**config.mk**
```make
export PLATFORM = sky130hd
export DESIGN_NAME = input_conditioner
export DESIGN_NICKNAME = d
export VERILOG_FILES = /design/src/rtl/input_conditioner_pkg.sv /design/src/rtl/sync2.sv /design/src/rtl/input_conditioner.sv
export SDC_FILE = /design/constraint.sdc
export NUM_CORES = 1
export LEC_CHECK = 0
export ABC_AREA = 0
export CORE_ASPECT_RATIO = 1.25
export CORE_UTILIZATION = 54
export DETAILED_ROUTE_END_ITERATION = 8
export GPL_TIMING_DRIVEN = 0
export PLACE_DENSITY = 0.89
export SLEW_MARGIN = 10
export SYNTH_ARGS = -nofsm -noshare
export SYNTH_HDL_FRONTEND = slang
export SYNTH_SLANG_ARGS = --single-unit
```
**constraint.sdc**
```tcl
create_clock -name clk -period 2.68 [get_ports clk]
set_clock_uncertainty 0.1 [all_clocks]
set_input_delay 0.268 -clock clk [delete_from_list [all_inputs] [get_ports clk]]
set_output_delay 0.268 -clock clk [all_outputs]
set_load 0.1 [all_outputs]
```
**src/rtl/input_conditioner_pkg.sv**
```systemverilog
// rtl/input_conditioner_pkg.sv - state encoding and default debounce sizing
package input_conditioner_pkg;

   typedef enum logic [1:0] {
      IDLE         = 2'd0,
      WAIT_PRESS   = 2'd1,
      PRESSED      = 2'd2,
      WAIT_RELEASE = 2'd3
   } state_t;

   // 20 ms at 50 MHz
   localparam int DB_CYCLES_DEF = 1000000;
   localparam int CNT_W_DEF     = 20;

endpackage

```
**src/rtl/sync2.sv**
```systemverilog
// rtl/sync2.sv - two-flop synchronizer for asynchronous inputs
module sync2 #(
   parameter int WIDTH = 1
) (
   input  logic             clk,
   input  logic             reset,
   input  logic [WIDTH-1:0] d,
   output logic [WIDTH-1:0] q
);

   logic [WIDTH-1:0] sync1;

   always_ff @(posedge clk or posedge reset) begin
      if (reset) begin
         sync1 <= '0;
         q     <= '0;
      end else begin
         sync1 <= d;
         q     <= sync1;
      end
   end

endmodule

```
**src/rtl/input_conditioner.sv**
```systemverilog
// rtl/input_conditioner.sv - debounced start button with operand capture
module input_conditioner
   import input_conditioner_pkg::*;
#(
   parameter int DB_CYCLES = DB_CYCLES_DEF,
   parameter int CNT_W     = CNT_W_DEF
) (
   input  logic       clk,
   input  logic       reset,
   input  logic       btn_raw,
   input  logic [7:0] sw_raw,
   input  logic       ready,
   output logic       start_pulse,
   output logic [7:0] a_out,
   output logic       btn_db
);

   localparam logic [CNT_W-1:0] CNT_LAST = CNT_W'(DB_CYCLES - 1);

   logic             btn_s;
   logic [7:0]       sw_s;
   state_t           state, state_next;
   logic [CNT_W-1:0] count, count_next;
   logic             pulse_next;

   sync2 #(.WIDTH(1)) u_btn_sync (
      .clk   (clk),
      .reset (reset),
      .d     (btn_raw),
      .q     (btn_s)
   );

   sync2 #(.WIDTH(8)) u_sw_sync (
      .clk   (clk),
      .reset (reset),
      .d     (sw_raw),
      .q     (sw_s)
   );

   always_ff @(posedge clk or posedge reset) begin
      if (reset) begin
         state       <= IDLE;
         count       <= '0;
         start_pulse <= 1'b0;
         a_out       <= '0;
      end else begin
         state       <= state_next;
         count       <= count_next;
         start_pulse <= pulse_next;
         if (pulse_next) begin
            a_out <= sw_s;
         end
      end
   end

   // Only the debounced press edge can request a start; a press seen while
   // not ready is consumed and never retried.
   always_comb begin
      state_next = state;
      count_next = count;
      pulse_next = 1'b0;
      unique case (state)
         IDLE: begin
            count_next = '0;
            if (btn_s) state_next = WAIT_PRESS;
         end
         WAIT_PRESS: begin
            if (!btn_s) begin
               state_next = IDLE;
               count_next = '0;
            end else if (count == CNT_LAST) begin
               state_next = PRESSED;
               count_next = '0;
               pulse_next = ready;
            end else begin
               count_next = count + CNT_W'(1);
            end
         end
         PRESSED: begin
            count_next = '0;
            if (!btn_s) state_next = WAIT_RELEASE;
         end
         WAIT_RELEASE: begin
            if (btn_s) begin
               state_next = PRESSED;
               count_next = '0;
            end else if (count == CNT_LAST) begin
               state_next = IDLE;
               count_next = '0;
            end else begin
               count_next = count + CNT_W'(1);
            end
         end
         default: begin
            state_next = IDLE;
            count_next = '0;
         end
      endcase
   end

   assign btn_db = (state == PRESSED) || (state == WAIT_RELEASE);

endmodule

```
==> metrics.yaml, run 1 <==
global_route:
  grt_pass1_wl_um: 5750
  antenna_found_initial: 0
  grt_usage: 0.230
  grt-ovfl-total: 0
  grt_pass1_vias: 1277
  grt_max_degree: 33
timing:
  rsz0062_at_grt: "false"
  fin_setup_tns_ps: 0
  fin_crit_ps: 2470
  setup_viol: 0
  fmax_mhz: 405
  hold_viol: 0
  tightest_slew_ps: 996
  slew_viol_final: 0
  slew_headroom: 0.334
  fin_crit_sh: 0.921
synthesis:
  synth_cell_types: 32
  synth.mux.area_fraction: 0.0537
  ys_seq_area_frac: 0.650
  syn_area_sq_mm: 0.00189
  syn_inst: 152
  synthSimpleGateAreaFrac: 0.161
  syn_avg_cell_area_sq_um: 12.4
  synth.net_count: 165
  ys_ff_latch: 49
  synth_adder_area_share: 0.00664
  ys_warn_count: 0
  synth-xor-area-share: 0.0557
  synth_top_family_by_area: "simple AND/OR/NAND/NOR gates"
  synth_compound_area_frac: 0.0498
die:
  die_w_um: 54.9
  core_sq_mm: 0.00328
  rows: 23
  io_pins: 22
  dieArea_sq_mm: 0.00373
  die_h_um: 68.1
  start_util: 0.575
placed_design:
  numPortBuffers: 21
  place_hpwl_um: 2420
  dpl.cell_count: 211
  place.gp.congestion: 0.853
  placed_area_sq_mm: 0.00216
layout:
  diodes: 0
  layout.nets: 194
  layout_common_cells: "49 x dfrtp_1, 21 x clkdlybuf4s50_1, 14 x nor2_1"
  layout_commonest_cell: "dfrtp_1"
  nFillCells: 244
  fin_cells: 219
  final_layout_size_suffix_gt1_frac: 0.143
  areaGrowthSynthToFinish_pct: 20.0
  fin_area_sq_mm: 0.00226
critical_path:
  path_max_fanout: 8
  end_kind: "flop"
  critPathSlowestCell: "nor3_2"
  critical_path_class: "reg2reg"
  crit_path_cell_trace: "ha_1 -> and4_2 -> buf_2 -> nand4_1 -> nor3_2 -> mux2_2"
  critPathTopFamily: "simple AND/OR/NAND/NOR gates"
  max_stage_delay_ps: 630
  required_ps: 2770
  cp-start-kind: "flop"
  critPathBufInv: 1
  arrival_ps: 2550
cts:
  cts_setup_buffers: 0
  ctsHoldBuffers: 0
  clk_pin_slew_ps: 100
  clock-sinks: 49
  cts_root_buf: "clkbuf_8"
  htreeDepth: 2
  clock_path_buffers: 2
  cts_buffers: 5
  cts_resized: 0
  clock_latency_ps: 310
  cts_tree: "built"
drt:
  wirelength_um: 3450
  drtIter0Drc: 49
  drc: 0
  postRouteAntennaNets: 0
  dr.pass1.iters: 4
  vias: 1225
  via_per_inst: 5.59
  wire_per_inst_um: 15.8
power_and_ir_drop:
  power_frac_seq: 0.602
  max-vdd-ir-drop_v: 0.000424
  power.density_mw_per_mm2: 558
  combPwrFrac: 0.035
  clkPwrFrac: 0.363
  leakage_nw: 0.955
  switchingPower_uw: 274
  total_power_mw: 1.26
  p_int_uw: 989
  p_sw_frac: 0.217
job:
  cap_viol_max_count: 0
worst_hold_path:
  worstHoldPathType: "in2async"
status:
  outcome: "completed"
final cells by class:
cell class	count	area (sq um)	share of cell area
buffer	6	25.0	0.0111
inverter	5	18.8	0.00830
tap	37	46.3	0.0205
timing repair buffer	22	230	0.102
multi-input combinational	92	616	0.272
sequential	49	1230	0.542
clock inverter	2	17.5	0.00774
clock buffer	6	82.6	0.0365
synth_stat cells:
cell type   n  share of area
o211ai_1    1         0.0040
or3_2       1         0.0040
nor2_1     14          0.028
ha_1        1         0.0066
and3_1      1         0.0033
or3_1       3          0.010
and4_1      1         0.0046
nor4_1      1         0.0033
inv_1       5          0.010
xnor2_1     4          0.019
or4_1       4          0.016
nand3_1     4          0.011
mux2_2      9          0.054
nor3_2      1         0.0053
nor4b_1     1         0.0046
nand4_1     6          0.020
dfrtp_1    49           0.65
a21oi_1     7          0.019
or2_2       1         0.0033
and4_2      1         0.0053
clkbuf_1    4         0.0080
nand3_2     1         0.0053
and2_1      1         0.0033
o31ai_1     3          0.012
nand2_1     7          0.014
o31a_1      1         0.0046
nor3_1      4          0.011
buf_2       2         0.0053
o21ai_0     4          0.011
xor2_1      8          0.037
nand4b_1    1         0.0046
and3b_1     1         0.0046
registers in the layout, indices dropped and copies added (netlist names), named ones only:
register,cells
u_btn_sync.sync1,1
u_sw_sync.q,8
state,1
count,20
a_out,8
u_sw_sync.sync1,8
u_btn_sync.q,1
start_pulse,1
metrics by stage:
step | util | setup WS (ps) | hold slack (ps)
final | 0.690 | 211 | 163
after global routing | 0.690 | 25.1 | 213
after CTS | 0.690 | 211 | 166
after detailed placement | 0.659 | 232 | 239
after global placement | 0.653 | 294 | 232
after floorplan | - | 549 | 199
path summary, 6_finish.rpt:
| path | from | end | slack, ps | cells after the start |
|---|---|---|---|---|
| worst min register to register | u_sw_sync.sync1[5]$_DFF_PP0_ | u_sw_sync.q[5]$_DFF_PP0_ | 260 | 0 |
| max in group asynchronous | reset | u_sw_sync.q[7]$_DFF_PP0_ | 1810 | 3 |
| worst max-delay path | count[0]$_DFF_PP0_ | a_out[7]$_DFFE_PP0P_ | 210 | 6 |
| worst min-delay path | reset | count[19]$_DFF_PP0_ | 160 | 2 |
| min in group clk | u_sw_sync.sync1[5]$_DFF_PP0_ | u_sw_sync.q[5]$_DFF_PP0_ | 260 | 0 |
| worst max register to register | count[0]$_DFF_PP0_ | a_out[7]$_DFFE_PP0P_ | 210 | 6 |
layer usage:
| layer | GRT usage | routed length (um) | vias to the layer above |
|---|---|---|---|
| li1 | - | - | 586 |
| met1 | 0.253 | 1390 | 607 |
| met2 | 0.390 | 1870 | 24 |
| met3 | 0.0622 | 111 | 8 |
| met4 | 0.128 | 82 | 0 |
| met5 | 0 | 0 | - |
logic make-up after synthesis:
family	count (synthesis)
fa+ha+maj	1
xor+xnor	12
simple gates	54
buf+inv	11
mux	9
compound gates	16
flops	49
power by group through the flow:
stage	logic, mW	registers, mW	clock network (mW)
floorplan	0.0192	0.773	0
global placement	0.0391	0.774	0
detailed placement	0.0456	0.776	0
CTS	0.0460	0.761	0.478
global route	0.0501	0.762	0.505
finish	0.0442	0.761	0.458
(Power assumes the default switching activity.)
==> run 2, diff against run 1 <==
--- a/config.mk
+++ b/config.mk
@@ -11,7 +11,9 @@
 export DETAILED_ROUTE_END_ITERATION = 8
 export GPL_TIMING_DRIVEN = 0
 export PLACE_DENSITY = 0.89
+export SETUP_SLACK_MARGIN = 0.2
 export SLEW_MARGIN = 10
 export SYNTH_ARGS = -nofsm -noshare
 export SYNTH_HDL_FRONTEND = slang
 export SYNTH_SLANG_ARGS = --single-unit
+export TNS_END_PERCENT = 5
==> run 2 against run 1 <==
Power about the same; cell count stayed put; sequential power is essentially flat; first-iteration DRC count grew 12%; clock-buffer cell count did not move; critical path type is now reg2out; critical endpoint is now btn_db; largest cell class unchanged; largest power group unchanged; highest routed layer unchanged.
==> metrics.yaml, run 2 (synthesis gave the netlist of run 1 again) <==
worst_hold_path:
  worstHoldPathType: "in2async"
global_route:
  met3_usage: 0.0622
  antenna_found_initial: 0
  met2_usage: 0.390
  grt_max_degree: 33
  grt_pass1_vias: 1277
  grt_pass1_wl_um: 5750
  grt-ovfl-total: 0
  grtUsageMet1: 0.253
  grt_usage: 0.230
  gr-max-usage-layer: "met2"
layout:
  layout.nets: 194
  fin_cells: 219
  final_layout_size_suffix_gt1_frac: 0.143
  areaGrowthSynthToFinish_pct: 20.3
  largest_reg_flops: 20
  layout_commonest_cell: "dfrtp_1"
  top_register: "count"
  diodes: 0
  layout_common_cells: "49 x dfrtp_1, 21 x clkdlybuf4s50_1, 14 x nor2_1"
critical_path:
  worstReg2RegEnd: "count[3]$_DFF_PP0_"
  max_stage_delay_ps: 1140
  crit_path_cell_trace: "clkbuf_1 -> clkdlybuf4s50_1"
  end_kind: "output pin"
  arrival_ps: 1950
  critPathSlowestCell: "clkdlybuf4s50_1"
  cp-start-kind: "flop"
  critical_path_class: "reg2out"
  path_max_fanout: 4
  r2r_cells: 7
  r2r_start: "count[0]$_DFF_PP0_"
  required_ps: 2310
  r2r_slack_ps: 390
timing:
  rsz0062_at_grt: "false"
  hold_viol: 0
  layout_setup_ws_ps: 357
  slew_headroom: 0.336
  tightest_slew_ps: 994
  setup_viol: 0
  fmax_mhz: 430
  fin_crit_ps: 2320
  fin_setup_tns_ps: 0
  fin_crit_sh: 0.867
  whs_ps: 164
  slew_viol_final: 0
cts:
  clock_latency_ps: 310
  cts_tree: "built"
  cts_root_buf: "clkbuf_8"
  htreeDepth: 2
  clock_path_buffers: 2
  cts_buffers: 5
  ctsHoldBuffers: 0
  clock-sinks: 49
  clk_pin_slew_ps: 100
die:
  rows: 23
  core_sq_mm: 0.00328
  start_util: 0.575
  io_pins: 22
  dieArea_sq_mm: 0.00373
  die_w_um: 54.9
  die_h_um: 68.1
drt:
  wire_per_inst_um: 15.8
  via_per_inst: 5.62
  postRouteAntennaNets: 0
  dr.pass1.iters: 4
  drc: 0
  drtIter0Drc: 55
  vias: 1231
  wirelength_um: 3460
placed_design:
  place.gp.congestion: 0.853
  dpl.cell_count: 211
  place_hpwl_um: 2420
  dp_slack_ps: 232
  numPortBuffers: 21
status:
  outcome: "completed"
power_and_ir_drop:
  power.density_mw_per_mm2: 557
  max-vdd-ir-drop_v: 0.000424
  leakage_nw: 0.969
job:
  cap_viol_max_count: 0
[run 2: where the power goes]
group          switching, mW  leakage (nW)  internal [mW]  total (mW)
Sequential           0.00636         0.640          0.754       0.761
Clock                  0.244        0.0518          0.214       0.458
Combinational         0.0243         0.278         0.0202      0.0445
Total                  0.275         0.969          0.989        1.26
[run 2: worst max-delay path by stage]
stage,startpoint,to
floorplan,count[0]$_DFF_PP0_,a_out[0]$_DFFE_PP0P_
global placement,count[0]$_DFF_PP0_,a_out[1]$_DFFE_PP0P_
detailed placement,count[0]$_DFF_PP0_,a_out[7]$_DFFE_PP0P_
CTS,count[0]$_DFF_PP0_,a_out[7]$_DFFE_PP0P_
global route,count[0]$_DFF_PP0_,count[3]$_DFF_PP0_
finish,flop,btn_db
[run 2: stage by stage]
step           area, sq um   util  power [mW]
5_1_grt               2270  0.691        1.32
6_report              2270  0.691        1.26
2_1_floorplan         1890      -       0.792
3_3_place_gp          2140  0.653       0.813
3_5_place_dp          2160  0.659       0.821
4_1_cts               2260  0.690        1.28
[run 2: timing repair]
| action | 4_1_cts | 5_1_grt |
|---|---|---|
| gates resized for setup | 0 | 1 |
| endpoints found under the setup margin | 0 | 8 |
| setup buffers | 0 | 0 |
[run 2: final cells by class]
| cell class | instances | area [sq um] |
|---|---|---|
| Sequential cell | 49 | 1230 |
| Clock buffer | 6 | 82.6 |
| Buffer | 6 | 25.0 |
| Timing Repair Buffer | 22 | 230 |
| Fill cell | 243 | 1010 |
| Tap cell | 37 | 46.3 |
| Clock inverter | 2 | 17.5 |
| Multi-Input combinational cell | 92 | 622 |
| Inverter | 5 | 18.8 |
[run 2: worst max-delay path: cells and delay by family (launching register included)]
kind | cells | cell delay [ps]
buffers and inverters | 2 | 1240
DFF | 1 | 400
[run 2: routing by layer]
metal	share of wire	routed length [um]
met5	0	0
met4	0.024	82
met3	0.030	104
met2	0.54	1870
met1	0.40	1400
